==> src/rtl/cfar_channel_scheduler.sv <==
// Round-robin frame scheduler sharing one CFAR engine between NUM_CH channels.
// Optional DRAIN timeout enabled by defining CFAR_SCHED_TIMEOUT_EN.
//
// state  | meaning
// IDLE   | no frame in flight, arbitrating among ch_req
// START  | one-cycle eng_start pulse, beat counter cleared
// STREAM | granted channel's samples muxed to the engine
// DRAIN  | all beats sent, waiting for eng_done (or timeout)
module cfar_channel_scheduler #(
  parameter int NUM_CH    = 4,
  parameter int DATA_W    = 16,
  parameter int FRAME_LEN = 64,
  parameter int TIMEOUT   = 1024
) (
  input  logic                       clk,
  input  logic                       rst,
  input  logic [NUM_CH-1:0]          ch_req,
  input  logic [NUM_CH-1:0]          ch_mode,
  input  logic [NUM_CH*DATA_W-1:0]   ch_data,
  input  logic [NUM_CH-1:0]          ch_valid,
  output logic [NUM_CH-1:0]          ch_ready,
  output logic [NUM_CH-1:0]          ch_grant,
  output logic                       eng_start,
  output logic                       eng_mode,
  output logic [DATA_W-1:0]          eng_data,
  output logic                       eng_valid,
  input  logic                       eng_ready,
  input  logic                       eng_done,
  output logic [$clog2(NUM_CH)-1:0]  active_ch,
  output logic                       busy,
  output logic                       sched_err
);

  localparam int          CH_W = $clog2(NUM_CH);
  localparam int          CNT_W = $clog2(FRAME_LEN + 1);
  localparam int unsigned N_CH = NUM_CH;

  if (NUM_CH < 2 || NUM_CH > 8 || FRAME_LEN < 2 || TIMEOUT < 1) begin : g_param_check
    $error("cfar_channel_scheduler: illegal parameter set");
  end

  typedef enum logic [1:0] {IDLE, START, STREAM, DRAIN} state_t;

  state_t            state_q, state_d;
  logic [CH_W-1:0]   rr_ptr;
  logic [CNT_W-1:0]  beat_cnt;
  logic [CH_W-1:0]   sel_idx, cand;
  logic              sel_found;
  logic              grant_load, frame_end;
  logic              beat, last_beat;
  logic              timeout_hit;
  logic [DATA_W-1:0] ch_data_arr [NUM_CH];

  function automatic logic [CH_W-1:0] wrap_add(input logic [CH_W-1:0] base,
                                               input int unsigned off);
    int unsigned s;
    s = 32'(base) + off;
    if (s >= N_CH) s = s - N_CH;
    return s[CH_W-1:0];
  endfunction

  always_comb begin
    for (int i = 0; i < NUM_CH; i++) ch_data_arr[i] = ch_data[i*DATA_W +: DATA_W];
  end

  // First requester at or after rr_ptr, wrapping around.
  always_comb begin
    sel_found = 1'b0;
    sel_idx   = '0;
    cand      = '0;
    for (int unsigned i = 0; i < N_CH; i++) begin
      cand = wrap_add(rr_ptr, i);
      if (!sel_found && ch_req[cand]) begin
        sel_found = 1'b1;
        sel_idx   = cand;
      end
    end
  end

  assign beat      = (state_q == STREAM) && eng_valid && eng_ready;
  assign last_beat = beat && (beat_cnt == CNT_W'(FRAME_LEN - 1));

`ifdef CFAR_SCHED_TIMEOUT_EN
  localparam int TO_W = $clog2(TIMEOUT + 1);
  logic [TO_W-1:0] drain_cnt;

  // drain_cnt holds (DRAIN cycle number - 1); eng_done in the last cycle wins.
  always_ff @(posedge clk) begin
    if (rst || state_q != DRAIN) drain_cnt <= '0;
    else                         drain_cnt <= drain_cnt + TO_W'(1);
  end

  assign timeout_hit = (state_q == DRAIN) && !eng_done && (drain_cnt == TO_W'(TIMEOUT - 1));
  assign sched_err   = timeout_hit;
`else
  assign timeout_hit = 1'b0;
  assign sched_err   = 1'b0;
`endif

  always_comb begin
    state_d    = state_q;
    grant_load = 1'b0;
    frame_end  = 1'b0;
    eng_start  = 1'b0;
    eng_valid  = 1'b0;
    eng_data   = '0;
    ch_ready   = '0;
    busy       = (state_q != IDLE);
    case (state_q)
      IDLE: begin
        if (|ch_req) begin
          grant_load = 1'b1;
          state_d    = START;
        end
      end
      START: begin
        eng_start = 1'b1;
        state_d   = STREAM;
      end
      STREAM: begin
        eng_data  = ch_data_arr[active_ch];
        eng_valid = ch_valid[active_ch];
        ch_ready  = ch_grant & {NUM_CH{eng_ready}};
        if (last_beat) begin
          state_d   = eng_done ? IDLE : DRAIN;
          frame_end = eng_done;
        end
      end
      DRAIN: begin
        if (eng_done || timeout_hit) begin
          state_d   = IDLE;
          frame_end = 1'b1;
        end
      end
      default: state_d = IDLE;
    endcase
  end

  always_ff @(posedge clk) begin
    if (rst) begin
      state_q   <= IDLE;
      rr_ptr    <= '0;
      ch_grant  <= '0;
      active_ch <= '0;
      eng_mode  <= 1'b0;
      beat_cnt  <= '0;
    end else begin
      state_q <= state_d;
      if (grant_load) begin
        ch_grant  <= NUM_CH'(1) << sel_idx;
        active_ch <= sel_idx;
        eng_mode  <= ch_mode[sel_idx];
      end else if (frame_end) begin
        ch_grant <= '0;
        rr_ptr   <= wrap_add(active_ch, 1);
      end
      if (state_q == START) beat_cnt <= '0;
      else if (beat)        beat_cnt <= beat_cnt + CNT_W'(1);
    end
  end

endmodule

==> config.mk <==
export PLATFORM = sky130hd
export DESIGN_NAME = cfar_channel_scheduler
export DESIGN_NICKNAME = d
export VERILOG_FILES = /design/src/rtl/cfar_channel_scheduler.sv
export SDC_FILE = /design/constraint.sdc
export NUM_CORES = 1
export LEC_CHECK = 0
export CORE_MARGIN = 2
export CORE_UTILIZATION = 34
export DETAILED_ROUTE_END_ITERATION = 10
export PLACE_DENSITY_LB_ADDON = 0.08
export SYNTH_ARGS = -nofsm -noshare
export SYNTH_HDL_FRONTEND = slang
export SYNTH_SLANG_ARGS = --single-unit
==> constraint.sdc <==
create_clock -name clk -period 2.35 [get_ports clk]
set_clock_uncertainty 0.1 [all_clocks]
set_input_delay 0.47 -clock clk [delete_from_list [all_inputs] [get_ports clk]]
set_output_delay 0.47 -clock clk [all_outputs]
set_load 0.02 [all_outputs]
**After elaboration in Yosys (flattened, before gate mapping)**

Index checks and enable logic that the tools add are counted.

- Register bits: 18
- Input port bits: 80
- Output and inout bits: 31
- Logic and storage cells: 98

- Add/sub/neg operators: 10
- Order comparisons: 12
- Equal/unequal tests: 7
- Shift-type cells: 1
- Multiplexer cells: 43
- Bitwise operators: 3
- Reductions and logical operators: 16

Operator list:

| kind | number |
|---|---|
| $mux 16 | 3 |
| $bmux 16 s2 | 1 |
| $mux 2 | 13 |
| $lt 2x3->1 const B | 6 |
| $ge 3x3->1 const B | 5 |
| $mux 1 | 15 |
| $bmux 1 s2 | 6 |
| $mux 4 | 3 |
| $sub 2x1->2 const B | 5 |
| $pmux 2 s4 | 1 |
| $add 7x1->7 const B | 1 |
| $eq 7x6->1 const B | 1 |
| $add 2x1->3 const B | 2 |
| $add 2x2->3 const B | 2 |
| $logic_and 1x1->1 | 6 |
| $ne 2x2->1 const B | 3 |
| $and 4x4->4 | 1 |
| $eq 2x2->1 const B | 2 |
| $reduce_bool 2->1 | 2 |
| $reduce_or 4->1 | 1 |
| $shl 1x2->4 const A | 1 |
| $ge 2x3->1 const B | 1 |
| $logic_not 1->1 | 3 |
| $not 2->3 | 1 |
| 7 further kinds | 7 |

**Longest topological paths before layout**

- Depth after elaboration: 16
- Gate-level depth with buffers: 7
- Mapped depth without buffers: 6

**Least setup slack after synthesis**

OpenSTA, ideal clock, no wires.

- Path kind: reg2out
- Start point: register active_ch[0]
- End point: output eng_data[1]
- Data arrival time: 1.840 ns
- Data required time: 1.780 ns
- Setup slack: -0.060 ns
- Stages on the path, launching flop included: 5
- Buffers on the path: 2
- Cell sequence: dfxtp_1 > buf_2 > buf_2 > mux4_2 > and2_1

- Longest elaborated chain between the ends: 5

Ends and longest elaborated chain:

| element | line | text |
|---|---|---|
| from (decl) | 29 | `output logic [$clog2(NUM_CH)-1:0] active_ch,` |
| from (signal assigned) | 151 | `active_ch <= sel_idx;` |
| $not 2->3 (not written as such) | 121 | `eng_data = ch_data_arr[active_ch];` |
| $bmux 16 s2 | 121 |  |
| $mux 16 (not written as such) (2 in series) | 121 |  |
| $mux 16 | 109 | `case (state_q)` |
| to (decl) | 25 | `output logic [DATA_W-1:0] eng_data,` |

Every way passes these cells. The select of a mux whose other input is x is not followed.

**Final worst setup path**

- Start point: input ch_data[20]
- End point: output eng_data[4]

- Longest elaborated chain between the ends: 4

Ends and longest elaborated chain:

| element | line | text |
|---|---|---|
| from (decl) | 19 | `input logic [NUM_CH*DATA_W-1:0] ch_data,` |
| $bmux 16 s2 | 121 |  |
| $mux 16 (not written as such) (2 in series) | 121 |  |
| $mux 16 | 109 |  |

Every way passes these cells. The select of a mux whose other input is x is not followed.

==> flow_summary.toml <==
[floorplanning]
core_area_um2 = 4030
start_util_pct = 35.3
chipWidth_um = 68.7
floorplan.die.height_um = 68.7
floorplan.die_area_um2 = 4720
std_cell_rows = 23
ioPinCount = 111

[logic_synthesis]
netlist.top_cell.by_area = "sky130_fd_sc_hd__mux4_2"
async_reset_ff_share_pct = 0
synth.cell_area_um2 = 1420
netlist.area_leader.share_pct = 26.9
postSynthNetCount = 224
synth.yosys.warnings = 0
synth-seq-cells = 18
cells_taking_the_most_area_after_synthesis = "sky130_fd_sc_hd__mux4_2, sky130_fd_sc_hd__dfxtp_1, sky130_fd_sc_hd__and2_1"
post_synth_inst_count = 143
postSynthAreaPerCell_um2 = 9.96
ys_types = 35
synthMostInstantiatedCell = "sky130_fd_sc_hd__dfxtp_1"
dominantRegCellSynth = "sky130_fd_sc_hd__dfxtp_1"
synth.yosys.seq_area_share_pct = 25.3
synth_edf_count = 0
synth_commonest_cells = "sky130_fd_sc_hd__dfxtp_1, sky130_fd_sc_hd__and2_1, sky130_fd_sc_hd__mux4_2, sky130_fd_sc_hd__nor2_1, sky130_fd_sc_hd__and3_1"

[worst_setup_path]
cp_cell_sequence = "clkdlybuf4s50_1 -> mux4_2 -> and2_1 -> clkdlybuf4s15_1"
critPathLaunchType = "input pin"
cp_slowest_stage_delay_ps = 430
critical_path_required_time_ps = 1780
end_kind = "output port"
crit_type = "in2out"
timing.critical_path.fanout_max = 1
crit_slowest_cell = "sky130_fd_sc_hd__mux4_2"
worstPathArrival_ps = 1750

[cts]
postCtsSetupRepairBufs = 0
hold_buffers = 0
clkTransAtPathRegs_ps = 70
htree_levels = 1
clockBufferDepth = 2
worst_skew_pair.late_latency_ps = 250
clock-root-buffer = "sky130_fd_sc_hd__clkbuf_8"
cts_sinks = 18
cts_inserted_buffers = 3
cts_tree = "built"

[place]
place.port_buffers = 109
placedCellCount = 301
post-place-ws_ps = -295
postPlaceCellArea_um2 = 2620
hpwl_mm = 3.74
gp_congestion = 0.752

[drt]
post_detailed_route_drc_marker_count = 0
route.vias.total = 1538
vias_per_cell = 5.04
detail_route.iter0.violations = 66
detail_route.first_pass.iterations = 4
wl_per_cell_um = 15.3
postRouteAntennaNets = 0
drt-total-wl_mm = 4.66

[sta]
smallest_hold_slack_ps = 413
achievable-frequency_ghz = 0.430
layout_setup_ws_ps = 26.6
number_of_hold_slack_violations_in_the_final_timing_report = 0
finalSetupViolCount = 0
grt_setup_unrepaired = "false"
timing.final.max_slew_violations = 0
min_period_over_period_pct = 98.9
post-route-min-period_ps = 2320

[global_route]
first_global_vias = 1392
groute.usage.overall_pct = 19.0
grt_pass1_wl_mm = 6.80
initial_antenna_violation_count = 0
grt_start_max_net_pins = 23
globalRouteOverflowTotal = 0

[power]
vdd.ir_drop.worst_mv = 0.340
static-leakage-power_uw = 0.00107
power-per-cell-area_nw_per_um2 = 399

[cells_and_area]
num-nets-final = 337
num_antenna_cells = 0
drive_gt1_share_pct = 20.4
stdcell_count = 305
post-route-cell-area_um2 = 2630
syn_to_final_growth_pct = 84.4

[worst_hold_path]
hp-class = "reg2reg"

[run]
max_cap_viol_count = 0

[run_status]
status = "finished clean"
## power by group
part           switching (µW)  internal [µW]  leakage, µW
Sequential               12.9            322     0.000147
Combinational             182            279     0.000893
Clock                     103            149    0.0000288
## state kept, by name (all words and copies together), names as in the netlist
signal / cells
ch_grant: 4
beat_cnt: 7
eng_mode: 1
active_ch: 2
state_q: 2
rr_ptr: 2
## cell type report
type / instances / area [µm²]
fill: 354 / 1400
sequential: 18 / 362
clock buffer: 4 / 55.1
inverter: 4 / 15.0
multi-input combinational: 110 / 992
tap: 50 / 62.6
timing repair buffer: 119 / 1140
## layout by cell type, fill, tap and decap left out, types with 2 or more instances in the layout
| cell type | count |
|---|---|
| sky130_fd_sc_hd__clkdlybuf4s50_1 | 88 |
| sky130_fd_sc_hd__mux4_2 | 17 |
| sky130_fd_sc_hd__and2_1 | 17 |
| sky130_fd_sc_hd__dfxtp_1 | 17 |
| sky130_fd_sc_hd__nor2_1 | 13 |
| sky130_fd_sc_hd__clkbuf_2 | 9 |
| sky130_fd_sc_hd__buf_4 | 8 |
| sky130_fd_sc_hd__and3_1 | 7 |
| sky130_fd_sc_hd__nand3b_1 | 6 |
| sky130_fd_sc_hd__o22ai_1 | 6 |
| sky130_fd_sc_hd__xor2_1 | 5 |
| sky130_fd_sc_hd__nand2_1 | 5 |
| sky130_fd_sc_hd__inv_1 | 4 |
| sky130_fd_sc_hd__a21oi_1 | 4 |
| sky130_fd_sc_hd__mux2i_1 | 4 |
| sky130_fd_sc_hd__clkbuf_8 | 4 |
| sky130_fd_sc_hd__buf_2 | 4 |
| sky130_fd_sc_hd__dlymetal6s2s_1 | 4 |
| sky130_fd_sc_hd__nand4_1 | 3 |
| sky130_fd_sc_hd__nor3_1 | 3 |
| sky130_fd_sc_hd__clkdlybuf4s15_2 | 3 |
| sky130_fd_sc_hd__nor2b_1 | 2 |
| sky130_fd_sc_hd__xnor2_1 | 2 |
| sky130_fd_sc_hd__o21a_1 | 2 |
| sky130_fd_sc_hd__nand2b_1 | 2 |
| sky130_fd_sc_hd__buf_12 | 2 |
## stage by stage
step / utilization [%] / total power [µW] / TNS (ps)
2_1_floorplan: - / 565 / 0
3_3_place_gp: 65.1 / 821 / -4200
3_5_place_dp: 65.1 / 825 / -4490
4_1_cts: 66.4 / 1070 / -70.6
5_1_grt: 65.2 / 1110 / 0
6_report: 65.2 / 1050 / 0
## final timing paths
path	from	to	slack (ps)	depth (start not counted)
hold reg to reg	eng_mode	eng_mode	410	2
setup / recovery	ch_data[20]	eng_data[4]	30	4
hold / removal	eng_mode	eng_mode	410	2
setup reg to reg	active_ch[0]	rr_ptr[0]	220	6
## worst max-delay path: cells and delay by family
| family | cells | cell delay (ps) |
|---|---|---|
| and+or+nand+nor | 1 | 160 |
| buffers and inverters | 2 | 680 |
| muxes | 1 | 430 |
## repair_timing
item / in CTS / in global routing
endpoints found under the setup margin: 17 / 16
cloned: 0 / 0
hold endpoints to repair: 0 / 0
pin swaps: 0 / 0
gates resized for setup: 39 / 20
## per-layer routing
metal  up-vias  global-route usage (%)  share of wire, %
met1       712                    23.9                40
met4         0                    3.19              0.58
met2        69                    32.8                46
met3         4                    5.19                13
met5         -                       0                 0
li1        753                       -                 -
## logic make-up after synthesis
group | after synthesis | share of synthesized area [%]
muxes | 22 | 30.8
AOI/OAI and AO/OA | 17 | 8.79
buffers and inverters | 15 | 5.01
and+or+nand+nor | 62 | 24.7
adders and majority gates | 1 | 0.879
DFF | 18 | 25.3
other | 1 | 0.263
xor gates and xnor gates | 7 | 4.31
Power figures use the tool's default switching activity.
